===== config.mk =====
export PLATFORM = sky130hd
export DESIGN_NAME = sbus_ahbl_master_flat
export DESIGN_NICKNAME = d
export VERILOG_FILES = /design/src/rtl/sbus_ahbl_master_if.sv /design/src/rtl/sbus_ahbl_master.sv /design/src/flat_wrapper.sv
export SDC_FILE = /design/constraint.sdc
export NUM_CORES = 1
export LEC_CHECK = 0
export CAP_MARGIN = 20
export CORE_ASPECT_RATIO = 1.4
export CORE_MARGIN = 3
export CORE_UTILIZATION = 30
export CTS_CLUSTER_SIZE = 40
export DETAILED_ROUTE_END_ITERATION = 8
export GPL_ROUTABILITY_DRIVEN = 0
export PLACE_DENSITY = 0.72
export SLEW_MARGIN = 10
export SYNTH_ARGS = -nofsm -noshare
export SYNTH_HDL_FRONTEND = slang
export SYNTH_SLANG_ARGS = --single-unit
export TNS_END_PERCENT = 100

===== constraint.sdc =====
create_clock -name clk -period 2.8 [get_ports clk]
set_input_delay 0.56 -clock clk [delete_from_list [all_inputs] [get_ports clk]]
set_output_delay 0.56 -clock clk [all_outputs]
set_load 0.05 [all_outputs]

===== src/rtl/sbus_ahbl_master_if.sv =====
// Bundles the SBUS request/response port and the AHB-Lite manager port of
// the SBUS-to-AHB-Lite bridge.
`timescale 1ns/1ps
interface sbus_ahbl_master_if;
   logic [31:0] sbus_addr;
   logic        sbus_write;
   logic [1:0]  sbus_size;
   logic        sbus_vld;
   logic [31:0] sbus_wdata;
   logic        sbus_rdy;
   logic        sbus_err;
   logic [31:0] sbus_rdata;

   logic [31:0] haddr;
   logic        hwrite;
   logic [1:0]  htrans;
   logic [2:0]  hsize;
   logic [2:0]  hburst;
   logic [3:0]  hprot;
   logic [7:0]  hmaster;
   logic        hmastlock;
   logic [31:0] hwdata;
   logic        hready;
   logic        hresp;
   logic [31:0] hrdata;

   modport master (
      input  sbus_addr, sbus_write, sbus_size, sbus_vld, sbus_wdata,
      output sbus_rdy, sbus_err, sbus_rdata,
      output haddr, hwrite, htrans, hsize, hburst, hprot, hmaster, hmastlock, hwdata,
      input  hready, hresp, hrdata
   );

   modport slave (
      output sbus_addr, sbus_write, sbus_size, sbus_vld, sbus_wdata,
      input  sbus_rdy, sbus_err, sbus_rdata,
      input  haddr, hwrite, htrans, hsize, hburst, hprot, hmaster, hmastlock, hwdata,
      output hready, hresp, hrdata
   );
endinterface


===== src/rtl/sbus_ahbl_master.sv =====
// SBUS initiator to AHB-Lite manager bridge: one single-beat transfer per
// request, narrow-lane placement/extraction, AHB ERROR mapped to sbus_err.
`timescale 1ns/1ps
module sbus_ahbl_master #(
   parameter logic [7:0] HMASTER_ID = 8'h00,
   parameter logic [3:0] HPROT_VAL  = 4'b0011
) (
   input logic              clk,
   input logic              rst_n,
   sbus_ahbl_master_if.master bus
);
   typedef enum logic [1:0] {IDLE, ADDR, DATA, RESP} state_t;

   state_t      state, state_n;
   logic [31:0] haddr_q, haddr_n;
   logic        hwrite_q, hwrite_n;
   logic [1:0]  htrans_q, htrans_n;
   logic [2:0]  hsize_q, hsize_n;
   logic [31:0] hwdata_q, hwdata_n;
   logic        rdy_q, rdy_n;
   logic        err_q, err_n;
   logic [31:0] rdata_q, rdata_n;
   logic [1:0]  lane_q, lane_n;
   logic [1:0]  size_q, size_n;
   logic        misaligned;
   logic [31:0] wdata_rep;

   always_comb begin
      misaligned = 1'b0;
      wdata_rep  = bus.sbus_wdata;
      unique case (bus.sbus_size)
         2'd0: wdata_rep = {4{bus.sbus_wdata[7:0]}};
         2'd1: begin
            misaligned = bus.sbus_addr[0];
            wdata_rep  = {2{bus.sbus_wdata[15:0]}};
         end
         2'd2: misaligned = |bus.sbus_addr[1:0];
         default: misaligned = 1'b1;
      endcase
   end

   always_comb begin
      state_n  = state;
      haddr_n  = haddr_q;
      hwrite_n = hwrite_q;
      htrans_n = htrans_q;
      hsize_n  = hsize_q;
      hwdata_n = hwdata_q;
      rdata_n  = rdata_q;
      lane_n   = lane_q;
      size_n   = size_q;
      rdy_n    = 1'b0;
      err_n    = 1'b0;
      unique case (state)
         IDLE: begin
            if (bus.sbus_vld) begin
               if (misaligned) begin
                  state_n = RESP;
                  rdy_n   = 1'b1;
                  err_n   = 1'b1;
               end else begin
                  state_n  = ADDR;
                  haddr_n  = bus.sbus_addr;
                  hwrite_n = bus.sbus_write;
                  hsize_n  = {1'b0, bus.sbus_size};
                  htrans_n = 2'b10;
                  hwdata_n = wdata_rep;
                  lane_n   = bus.sbus_addr[1:0];
                  size_n   = bus.sbus_size;
               end
            end
         end
         ADDR: begin
            if (bus.hready) begin
               state_n  = DATA;
               htrans_n = 2'b00;
            end
         end
         DATA: begin
            // hresp with hready low is the first ERROR cycle; only hready ends the wait
            if (bus.hready) begin
               state_n = RESP;
               rdy_n   = 1'b1;
               err_n   = bus.hresp;
               if (!hwrite_q && !bus.hresp) begin
                  unique case (size_q)
                     2'd0:    rdata_n = {24'h0, bus.hrdata[{lane_q, 3'b000} +: 8]};
                     2'd1:    rdata_n = {16'h0, bus.hrdata[{lane_q[1], 4'b0000} +: 16]};
                     default: rdata_n = bus.hrdata;
                  endcase
               end
            end
         end
         RESP: state_n = IDLE;
         default: state_n = IDLE;
      endcase
   end

   always_ff @(posedge clk or negedge rst_n) begin
      if (!rst_n) begin
         state    <= IDLE;
         haddr_q  <= '0;
         hwrite_q <= 1'b0;
         htrans_q <= '0;
         hsize_q  <= '0;
         hwdata_q <= '0;
         rdy_q    <= 1'b0;
         err_q    <= 1'b0;
         rdata_q  <= '0;
         lane_q   <= '0;
         size_q   <= '0;
      end else begin
         state    <= state_n;
         haddr_q  <= haddr_n;
         hwrite_q <= hwrite_n;
         htrans_q <= htrans_n;
         hsize_q  <= hsize_n;
         hwdata_q <= hwdata_n;
         rdy_q    <= rdy_n;
         err_q    <= err_n;
         rdata_q  <= rdata_n;
         lane_q   <= lane_n;
         size_q   <= size_n;
      end
   end

   assign bus.haddr      = haddr_q;
   assign bus.hwrite     = hwrite_q;
   assign bus.htrans     = htrans_q;
   assign bus.hsize      = hsize_q;
   assign bus.hwdata     = hwdata_q;
   assign bus.hburst     = 3'b000;
   assign bus.hprot      = HPROT_VAL;
   assign bus.hmaster    = HMASTER_ID;
   assign bus.hmastlock  = 1'b0;
   assign bus.sbus_rdy   = rdy_q;
   assign bus.sbus_err   = err_q;
   assign bus.sbus_rdata = rdata_q;
endmodule


===== src/flat_wrapper.sv =====
// flat-port wrapper written by rule: the top's interface ports become plain ports
module sbus_ahbl_master_flat 
#(
   parameter logic [7:0] HMASTER_ID = 8'h00,
   parameter logic [3:0] HPROT_VAL  = 4'b0011
)
  (clk, rst_n, bus_sbus_addr, bus_sbus_write, bus_sbus_size, bus_sbus_vld, bus_sbus_wdata, bus_sbus_rdy, bus_sbus_err, bus_sbus_rdata, bus_haddr, bus_hwrite, bus_htrans, bus_hsize, bus_hburst, bus_hprot, bus_hmaster, bus_hmastlock, bus_hwdata, bus_hready, bus_hresp, bus_hrdata);
  sbus_ahbl_master_if bus_i ();
  input logic clk;
  input logic rst_n;
  input wire logic [$bits(bus_i.sbus_addr)-1:0] bus_sbus_addr;
  input wire logic [$bits(bus_i.sbus_write)-1:0] bus_sbus_write;
  input wire logic [$bits(bus_i.sbus_size)-1:0] bus_sbus_size;
  input wire logic [$bits(bus_i.sbus_vld)-1:0] bus_sbus_vld;
  input wire logic [$bits(bus_i.sbus_wdata)-1:0] bus_sbus_wdata;
  output wire logic [$bits(bus_i.sbus_rdy)-1:0] bus_sbus_rdy;
  output wire logic [$bits(bus_i.sbus_err)-1:0] bus_sbus_err;
  output wire logic [$bits(bus_i.sbus_rdata)-1:0] bus_sbus_rdata;
  output wire logic [$bits(bus_i.haddr)-1:0] bus_haddr;
  output wire logic [$bits(bus_i.hwrite)-1:0] bus_hwrite;
  output wire logic [$bits(bus_i.htrans)-1:0] bus_htrans;
  output wire logic [$bits(bus_i.hsize)-1:0] bus_hsize;
  output wire logic [$bits(bus_i.hburst)-1:0] bus_hburst;
  output wire logic [$bits(bus_i.hprot)-1:0] bus_hprot;
  output wire logic [$bits(bus_i.hmaster)-1:0] bus_hmaster;
  output wire logic [$bits(bus_i.hmastlock)-1:0] bus_hmastlock;
  output wire logic [$bits(bus_i.hwdata)-1:0] bus_hwdata;
  input wire logic [$bits(bus_i.hready)-1:0] bus_hready;
  input wire logic [$bits(bus_i.hresp)-1:0] bus_hresp;
  input wire logic [$bits(bus_i.hrdata)-1:0] bus_hrdata;
  assign bus_i.sbus_addr = bus_sbus_addr;
  assign bus_i.sbus_write = bus_sbus_write;
  assign bus_i.sbus_size = bus_sbus_size;
  assign bus_i.sbus_vld = bus_sbus_vld;
  assign bus_i.sbus_wdata = bus_sbus_wdata;
  assign bus_sbus_rdy = bus_i.sbus_rdy;
  assign bus_sbus_err = bus_i.sbus_err;
  assign bus_sbus_rdata = bus_i.sbus_rdata;
  assign bus_haddr = bus_i.haddr;
  assign bus_hwrite = bus_i.hwrite;
  assign bus_htrans = bus_i.htrans;
  assign bus_hsize = bus_i.hsize;
  assign bus_hburst = bus_i.hburst;
  assign bus_hprot = bus_i.hprot;
  assign bus_hmaster = bus_i.hmaster;
  assign bus_hmastlock = bus_i.hmastlock;
  assign bus_hwdata = bus_i.hwdata;
  assign bus_i.hready = bus_hready;
  assign bus_i.hresp = bus_hresp;
  assign bus_i.hrdata = bus_hrdata;
  sbus_ahbl_master #(.HMASTER_ID(HMASTER_ID), .HPROT_VAL(HPROT_VAL)) u_core (.clk(clk), .rst_n(rst_n), .bus(bus_i));
endmodule

# Word level (Yosys, flattened, before mapping)
# Cells that the tools add are included.
# word_totals
register_bits	107
word_cells	53
output_inout_bits	120
input_bits	104
# op_classes
bitwise_logic	1
reduce_logical	12
muxes	18
n_shift	2
n_eq_ne	10
# op_table
cell	n
$pmux 32 s2	2
$shiftx 32x6->16	1
$shiftx 32x6->8	1
$mux 2	7
$reduce_and 3->1	3
$ne 2x2->1 const B	4
$pmux 2 s4	1
$eq 2x1->1 const B	3
$eq 2x2->1 const B	3
$logic_not 2->1	3
$mux 1	4
$pmux 1 s2	2
$pmux 2 s2	1
$reduce_and 4->1	1
$pmux 1 s3	1
$logic_not 1->1	2
$reduce_bool 2->1	1
$reduce_or 2->1	1
$logic_and 1x1->1	1
$not 1->1	1

# Longest topological paths before layout
# Gate-level depths: netlist (run 1).
# logic_depth
ltp_word	5
ltp_mapped	9
mapped_depth_nobuf	6

# Least setup slack after synthesis (run 1)
# No wires, ideal clock.
# synth_timing
path_kind	register to register
startpoint	register u_core.state[0]
endpoint	register u_core.rdata_q[3], in the netlist u_core.bus.sbus_rdata[3]
t_required_ns	2.672
path_stages_with_launch	9
setup_slack_ns	1.007
arrival_time_ns	1.665
period_less_slack_ns	1.793
path_buffers	2
setup_ns	0.128
path_cell_list	dfrtp_1 inv_1 ha_1 nand2_1 or3_1 buf_2 buf_6 a2111oi_2 nor2_1
# synth_between
elab_chain_cells	2
# synth_lines
item	line_no	text
start: declaration	sbus_ahbl_master.sv:14	state_t state, state_n;
start signal: assignment	sbus_ahbl_master.sv:113	state <= state_n;
$eq 2x2->1	sbus_ahbl_master.sv:54	unique case (state)
$reduce_and 3->1 (no source line)	--	
end signal: assignment	sbus_ahbl_master.sv:121	rdata_q <= rdata_n;
end: declaration	sbus_ahbl_master.sv:22	logic [31:0] rdata_q, rdata_n;
# Every way passes these cells.
# A chain may end at the register's enable or synchronous reset.

# Worst setup path after layout (run 1)
# layout_timing
startpoint	register u_core.hsize_q[0], in the netlist u_core.bus.hsize[0]
endpoint	output bus_hsize[0]
# layout_lines
item	line_no	text
start: declaration	sbus_ahbl_master.sv:18	logic [2:0] hsize_q, hsize_n;
start signal: assignment	sbus_ahbl_master.sv:117	hsize_q <= hsize_n;
end: declaration	flat_wrapper.sv:22	output wire logic [$bits(bus_i.hsize)-1:0] bus_hsize;
# No word-level cell between the ends.

==> impl_results.md, run 1 <==
- GRT Util Overall: 0.1581
- Worst r2r dst: u_core.bus.sbus_rdata[1]
- Die width: 115.2 microns
- Hpwl dp: 10.63 mm
- Async SR Flop Fraction: 1.000
- Area of the core: between 15000 and 20000 sq um
- DRT iter0 DRCs: 239
- Root buf cell: clkbuf_16
- First-pass GRT wire length: ~23 mm
- Grt ovf: 0
- Yosys top cell area share: 0.5196
- Starting density of the core: 0.3084
- Yosys top cell by area: dfrtp_1
- Final setup fails: 0
- Via count: 4162
- Share of layout cells above drive strength 1: 0.1259
- Setup repair bufs after CTS: 0
- Ports: 224
- H-tree Lvls: 3
- CP bufs+invs: 1
- Slowest stage delay, CP: 0.89 ns
- Post-synth EDFFs: 0
- Synthesis-to-finish area growth: 50.76%
- Crit path cell chain: clkdlybuf4s50_1
- Post-layout nets: 786
- CTS Buf Count: 9
- Clock Tree Buf Depth: 2
- Peak VDD IR: about 0.65 mV
- CP required: 2.24 ns
- Hold-fix buffers, CTS: 0
- Slew @ Worst Pin: 0.6912 ns
- Tcrit/Tclk final: 0.8588
- Arr. time, crit path: 1.84 ns
- Crit-path slowest cell: clkdlybuf4s50_1
- Yosys warns: 0
- WL final: ~14 mm
- Layout Skew: 0.01000 ns
- Stages on worst setup path: 1
- Die area: 18300 sq um
- Wire per inst: 16.33 microns
- Gate Count Post-Synth: 483
- FMAX: 415.9 MHz
- Largest net degree at the start of global routing: 50
- HP Class: in -> async
- Final critical-path required period: 2.405 ns
- Critical Path End Type: output pin
- Max-cap violations: 0
- CTS tree: done
- R2r startpoint: u_core.state[0]
- Crit path max fanout: 9
- Clock Sinks: between 100 and 150
- Ys flop type: dfrtp_1
- Die height: 158.9 microns
- Final ANT Viol Nets: 0
- Top post-synthesis cells by area: dfrtp_1 52%, mux2_2 9.7%, nand2_1 5.5%, mux2i_1 5.0%, nor2_1 3.1%
- Slew Limit Fails: 0
- Synth Register Bits: roughly 100
- TNS Setup: 0 ns
- N_diodes: 0
- Reg2Reg Setup Slack: 0.59 ns
- Worst Reg2Reg Path Length in Cells: 7
- WS Path Type: reg -> out
- Seq/Total Area, Yosys: 0.5196
- Crit path max-delay family: buffers and inverters
- Synth unique cells: 32
- Final hold vios: 0
- Pre-antenna DRT Iters: 4
- Startpoint Class: flip-flop
- Pwr Density: ~1300 nW/um^2
- Clock slew at reported path FFs: 0.08 ns
- # rows: 55
- Initial antenna violation count: 0
- Via density: 4.719
- Post-CTS sizing: 0
- Status: completed
- Finished Layout Cells: 882
- RSZ-0062 raised after global routing: false
- DRC: 0
- Post-Place Cells: 865
- Vias in the first global route: 4352
- Mapped Area: 5009 sq um
- Synth Area per Inst: 10.37 sq um
- Count of port buffers added during placement: 205
- Later-pin clock latency in the skew report: 0.35 ns
- Rel. slew slack: 0.5382
- Leakage Power: 3.284 nW
==> power by group <==
| group | internal (mW) | switching, mW |
|---|---|---|
| Sequential | 2.21 | 0.426 |
| Clock | 0.732 | 0.604 |
| Combinational | 2.01 | 3.75 |
| Total | 4.96 | 4.78 |
==> area by class of cell <==
| cell class | instances | area, sq um |
|---|---|---|
| inverters | 3 | 11.26 |
| clock buffers | 10 | 239.0 |
| well taps | 199 | 249.0 |
| clock inverters | 6 | 73.82 |
| fillers | 1553 | 8690 |
| flip-flops and latches | 104 | 2603 |
| repair buffers | 219 | 2220 |
| multi-input cells | 341 | 2156 |
==> cell families after synthesis <==
| group | after synthesis | synth area share |
|---|---|---|
| compound gates | 77 | 0.09743 |
| fa+ha+maj | 4 | 0.009993 |
| buf+inv | 54 | 0.06520 |
| flops | 104 | 0.5196 |
| mux | 68 | 0.1466 |
| other cells | 2 | 0.001499 |
| simple gates | 174 | 0.1596 |
==> metrics by stage <==
stage          hold WS, ns  setup WS, ns  utilization  area [sq um]  power (mW)
2_1_floorplan       0.2644         1.007            -          5069       6.401
3_3_place_gp        0.4500        0.3584       0.4440          7211       8.364
3_5_place_dp        0.4598        0.2702       0.4440          7211       8.431
4_1_cts             0.2404        0.3534       0.4633          7523       9.807
5_1_grt             0.2562        0.3306       0.4649          7551       10.26
6_report            0.2194        0.3955       0.4649          7551       9.740
==> worst max path at each step <==
stage | from | end | slack, ns
global route | u_core.bus.hsize[0] | bus_hsize[0] | 0.33
global placement | bus_hready | u_core.bus.sbus_rdata[1] | 0.36
detailed placement | bus_hready | u_core.bus.sbus_rdata[1] | 0.27
CTS | u_core.bus.hsize[0] | bus_hsize[0] | 0.35
floorplan | u_core.state[0] | u_core.bus.sbus_rdata[3] | 1.01
finish | u_core.bus.hsize[0] | bus_hsize[0] | 0.40
==> Yosys cell counts, types with 6 or more instances <==
cell and instances:
a21oi_1 28, a221oi_1 8, buf_2 6, buf_4 19
buf_6 6, clkbuf_1 19, dfrtp_1 104, mux2_2 43
mux2i_1 25, nand2_1 74, nand2b_1 17, nand3_1 17
nand3b_1 16, nor2_1 41, o21ai_0 28
==> sequential cells by signal (all words and copies together) (netlist names) <==
register / count
u_core.bus.htrans: 1
u_core.state: 2
u_core.bus.sbus_rdata: 32
u_core.bus.sbus_rdy: 1
u_core.bus.haddr: 32
u_core.bus.hsize: 2
u_core.bus.hwrite: 1
u_core.bus.hwdata: 32
u_core.bus.sbus_err: 1
==> cells in the final DEF (no fill, tap or decap), types with 9 or more instances in the layout <==
master and n:
o21ai_0 28, nand3_1 17, nor2_1 41, clkdlybuf4s50_1 202
mux2_2 43, conb_1 18, clkbuf_16 9, buf_4 12
nand2b_1 17, dfrtp_1 104, nand2_1 74, nand3b_1 16
a21oi_1 28, mux2i_1 25
==> metal layers <==
layer,vias to the layer above,part of all wire,track usage
met1,1987,0.38,0.1770
met4,0,0.026,0.05820
met5,-,0,0
met3,19,0.072,0.04918
li1,1997,-,-
met2,159,0.52,0.2766
No activity file was read; power rests on OpenSTA's default activity.
==> inputs of run 2 (changes only) <==
Settings changed: PLACE_DENSITY 0.72 to 0.74.
Clock period 2.8 ns to 2.1 ns, I/O delays scaled along.
==> run 2 against run 1 <==
  * Via count up 2.0%
  * Power up 36%
  * Final cell count up 2.4%
  * Sequential share of layout area down 0.90 points
  * Highest routed layer unchanged
==> impl_results.md, run 2 (synthesis results as in run 1) <==
- Status: completed
- Count of port buffers added during placement: 205
- WS Path Type: reg -> out
- RSZ-0062 raised after global routing: false
- Max-cap violations: 0
- Net switching power figure: approximately 6.4 mW
- Rel. slew slack: 0.6208
- Ports: 224
- Die width: between 100 and 150 microns
- Slew Limit Fails: 0
- Final core occ: 0.4774
- Critical Path End Type: output pin
- Most frequent cells in the layout: 196 x clkdlybuf4s50_1, 104 x dfrtp_1, 74 x nand2_1
- Peak VDD IR: 0.9179 mV
- Clock slew at reported path FFs: 0.07 ns
- Slew @ Worst Pin: 0.5670 ns
- Synthesis-to-finish area growth: 54.81%
- Layout Skew: 0.01189 ns
- Tcrit/Tclk final: 0.9495
- Crit path cell chain: clkdlybuf4s50_1
- Later-pin clock latency in the skew report: 0.35 ns
- Largest net degree at the start of global routing: 58
- Die height: 158.9 microns
- Die area: 18300 sq um
- Via count: 4247
- Clk pwr share: 0.145
- Slowest stage delay, CP: 0.83 ns
- WL final: 14.47 mm
- Startpoint Class: flip-flop
- HP Class: reg -> reg
- Crit-path slowest cell: clkdlybuf4s50_1
- Post-layout nets: 807
- Initial antenna violation count: 1
- Final ANT Viol Nets: 0
- Clock Sinks: 104
- Flop pwr share: 0.265
- Wire per inst: 16.03 microns
- TNS Setup: 0 ns
- Hpwl dp: 10.94 mm
- Vias in the first global route: 4431
- FMAX: between 500 and 600 MHz
- Starting density of the core: 0.3084
- Most common cell after layout, fill and taps aside: clkdlybuf4s50_1
- # rows: 55
- Final critical-path required period: about 2.0 ns
- CP bufs+invs: 1
- Pre-antenna DRT Iters: 4
- Area of the core: 16240 sq um
- Crit path max-delay family: buffers and inverters
- CP required: 1.68 ns
- First-pass GRT wire length: 23.20 mm
- Switching share of power: 0.4803
- Leakage Power: 3.392 nW
- Clock Tree Buf Depth: 2
- Grt ovf: 0
- Finished Layout Cells: 903
- Post-Place Cells: 886
- Pwr Density: between 1500 and 2000 nW/um^2
- Via density: between 4 and 5
- Proportion of power drawn by combinational gates: 0.590
- CTS Buf Count: 9
- DRC: 0
- H-tree Lvls: 3
- Root buf cell: clkbuf_16
- Share of layout cells above drive strength 1: 0.1579
- Setup repair bufs after CTS: 0
- CTS tree: done
- Final hold vios: 0
- Arr. time, crit path: 1.57 ns
- Internal cell power: 6.875 mW
- Final setup fails: 0
- Crit path max fanout: 4
- GRT Util Overall: 0.1593
- DRT iter0 DRCs: around 240
-- run 2: cell count changes in the layout (fill, tap and decap cells not counted), moves of 2 or more --
cell / change
bufinv_16: +2
buf_12: +2
a2111oi_2: -2
inv_6: -3
a2111oi_4: +2
clkdlybuf4s50_1: -6
buf_4: +25
-- run 2: final timing paths --
check,end,slack [ns],cells after the start,start
worst min-delay path,u_core.bus.sbus_rdata[26],0.47,2,u_core.bus.sbus_rdata[26]
min in group asynchronous,u_core.bus.hwdata[17],0.48,2,rst_n
worst min register to register,u_core.bus.sbus_rdata[26],0.47,2,u_core.bus.sbus_rdata[26]
worst max-delay path,bus_hwrite,0.11,1,u_core.bus.hwrite
worst max register to register,u_core.bus.sbus_rdata[4],0.12,8,u_core.state[0]
max in group asynchronous,u_core.bus.sbus_rdata[4],0.89,3,rst_n
-- run 2: through the flow --
stage               area (sq um)  hold WS, ns  setup slack [ns]  total power [mW]
global route                7754       0.4936           0.01654             13.93
detailed placement          7378       0.2959          -0.06205             11.38
CTS                         7724       0.4602           0.07093             13.35
finish                      7754       0.4717            0.1060             13.23
floorplan                   5069       0.1244            0.3069             8.534
global placement            7378       0.2889          -0.02840             11.26
-- run 2: cell type report --
type / instances / area (sq um)
clock buffers: 10 / 229.0
fillers: 1521 / 8487
well taps: 199 / 249.0
diodes: 1 / 2.502
flip-flops and latches: 104 / 2603
repair buffers: 240 / 2370
inverters: 3 / 11.26
multi-input cells: 341 / 2183
clock inverters: 5 / 106.4
-- run 2: power by group through the flow --
stage               sequential (mW)  clock, mW  combinational (mW)
finish                         3.51       1.92                7.80
detailed placement             3.55          0                7.83
global route                   3.63       2.06                8.23
CTS                            3.52       1.98                7.84
global placement               3.51          0                7.76
floorplan                      6.75          0                1.79
-- run 2: what timing repair did --
action | CTS | global route
setup endpoints to repair | 0 | 4
gates resized for setup | 0 | 3
hold buffers | 1 | 0
endpoints found under the hold margin | 13 | 0
-- run 2: metal layers --
| metal | GRT usage | share of wire | up-vias |
|---|---|---|---|
| li1 | - | - | 2039 |
| met1 | 0.1831 | 0.38 | 2023 |
| met2 | 0.2711 | 0.52 | 165 |
| met3 | 0.05261 | 0.075 | 20 |
| met4 | 0.05873 | 0.023 | 0 |
| met5 | 0 | 0 | - |
==> inputs of run 3 (changes only) <==
Settings changed: RECOVER_POWER set to 25.
==> run 3 against run 2 <==
  * Fmax about the same
  * Wire length down 0.24%
  * Critical endpoint unchanged
  * Register-to-register slack about the same
  * Highest routed layer unchanged
  * Clock skew about the same
  * Design area down 0.16%
  * Combinational power about the same
  * Sequential share of layout area up 0.054 points
  * Setup slack better by 0.00087 ns
  * Largest cell class unchanged
  * Hold slack about the same
  * Non-clock buffer count unchanged
  * Global-route usage unchanged
  * Via count about the same
==> impl_results.md, run 3 (synthesis results as in run 1) <==
- Status: completed
- Initial antenna violation count: 1
- Crit path max fanout: 4
- Pwr Density: approximately 1700 nW/um^2
- Area of the core: approximately 16000 sq um
- Final critical-path required period: 1.993 ns
- Most common cell after layout, fill and taps aside: clkdlybuf4s50_1
- Rel. slew slack: 0.4363
- Final hold vios: 0
- R2r startpoint: u_core.state[0]
- HP Class: reg -> reg
- Ports: approximately 220
- H-tree Lvls: 3
- Arr. time, crit path: 1.57 ns
- Setup repair bufs after CTS: 0
- Pre-CTS WS: -0.06205 ns
- Worst Reg2Reg Path Length in Cells: 8
- Pre-antenna DRT Iters: 4
- WHS Endpoint: u_core.bus.sbus_rdata[26]
- Share of layout cells above drive strength 1: 0.1565
- Crit-path slowest cell: clkdlybuf4s50_1
- Slowest stage delay, CP: 0.83 ns
- DRT iter0 DRCs: between 200 and 250
- Slew Limit Fails: 0
- WL final: ~14 mm
- Via density: 4.705
- Grt ovf: 0
- Clock slew at reported path FFs: roughly 0.070 ns
- Die area: about 18000 sq um
- Peak VDD IR: slightly above 0.9 mV
- DRC: 0
- Tcrit/Tclk final: 0.9491
- Tot Pwr: roughly 13 mW
- Startpoint Class: flip-flop
- Hold path start: u_core.bus.sbus_rdata[26]
- Finished Layout Cells: 903
- CTS Buf Count: 9
- # rows: 55
- Slew @ Worst Pin: 0.8455 ns
- CP bufs+invs: 1
- Largest net degree at the start of global routing: 58
- Reg2Reg Setup Slack: 0.13 ns
- TNS Setup: 0 ns
- RSZ-0062 raised after global routing: false
- GRT Util Overall: 0.1593
- Area of the multi-input gates: about 2200 sq um
- Post-route design area: a little under 8000 sq um
- Crit path cell chain: clkdlybuf4s50_1
- Synthesis-to-finish area growth: 54.56%
- Worst hold path cell count: 2
- Clock Sinks: approximately 100
- FMAX: 501.7 MHz
- First-pass GRT wire length: 23.20 mm
- Layout Skew: 0.01187 ns
- Root buf cell: clkbuf_16
- Later-pin clock latency in the skew report: between 0.3 and 0.4 ns
- Clock Tree Buf Depth: 2
- Register area: 2603 sq um
- Via count: ~4200
- Critical Path End Type: output pin
- Final core occ: 0.4767
- Filler cells: 1526
- Post-Place Cells: 886
- CTS tree: done
- Min Hold Slack: 0.4720 ns
- Most frequent cells in the layout: 196 x clkdlybuf4s50_1, 104 x dfrtp_1, 74 x nand2_1
- Wire per inst: approximately 16 microns
- Die width: 115.2 microns
- Count of port buffers added during placement: 205
- CP required: 1.68 ns
- Crit path max-delay family: buffers and inverters
- Placed Area: 7378 sq um
- WS Path Type: reg -> out
- Hpwl dp: 10.94 mm
- Starting density of the core: 0.3084
- Post-layout nets: 807
- Vias in the first global route: 4431
- Final ANT Viol Nets: 0
- Final setup fails: 0
- Fin worst setup slack: 0.1068 ns
- Die height: 158.9 microns
- Leakage Power: 3.385 nW
- Max-cap violations: 0
- Worst r2r dst: u_core.bus.sbus_rdata[4]
run 3: changes by cell type in the layout (fill, tap and decap cells not counted), sizes merged:
cell	delta
buf	-2
clkbuf	+2
run 3: worst min-delay path, stage by stage (launching register included):
cell and delay, ns:
dfrtp_1 0.35, nand2_1 0.05, nand2_1 0.04
run 3: per-layer routing:
layer,track usage,part of all wire
met1,0.1831,0.38
met2,0.2711,0.52
met3,0.05261,0.076
met4,0.05873,0.023
met5,0,0
run 3: cell type report:
cell class / instances / area share
antenna: 1 / 0.0003233
tap: 199 / 0.03216
timing repair buffer: 240 / 0.3045
inverter: 3 / 0.001455
clock buffer: 10 / 0.02958
sequential: 104 / 0.3362
clock inverter: 5 / 0.01374
multi-input combinational: 341 / 0.2820
run 3: report_power, final:
part,switching [mW],internal (mW),leakage (nW)
sequential,0.549,2.96,1.28
combinational,5.04,2.75,1.95
clock,0.760,1.16,0.159
run 3: how the worst max path moves through the flow:
| stage | endpoint | start | cells past startpoint |
|---|---|---|---|
| floorplan | u_core.bus.sbus_rdata[3] | u_core.state[0] | 8 |
| global route | u_core.bus.sbus_rdata[3] | u_core.state[0] | 8 |
| CTS | u_core.bus.sbus_rdata[5] | u_core.state[0] | 8 |
| global placement | u_core.bus.sbus_rdata[6] | bus_hready | 7 |
| detailed placement | u_core.bus.sbus_rdata[4] | bus_hready | 7 |
| finish | bus_hwrite | u_core.bus.hwrite | 1 |
run 3: repair_timing:
action,4_1_cts,5_1_grt
setup endpoints to repair,0,4
hold buffers,1,0
hold endpoints to repair,13,0
resized for setup,0,3
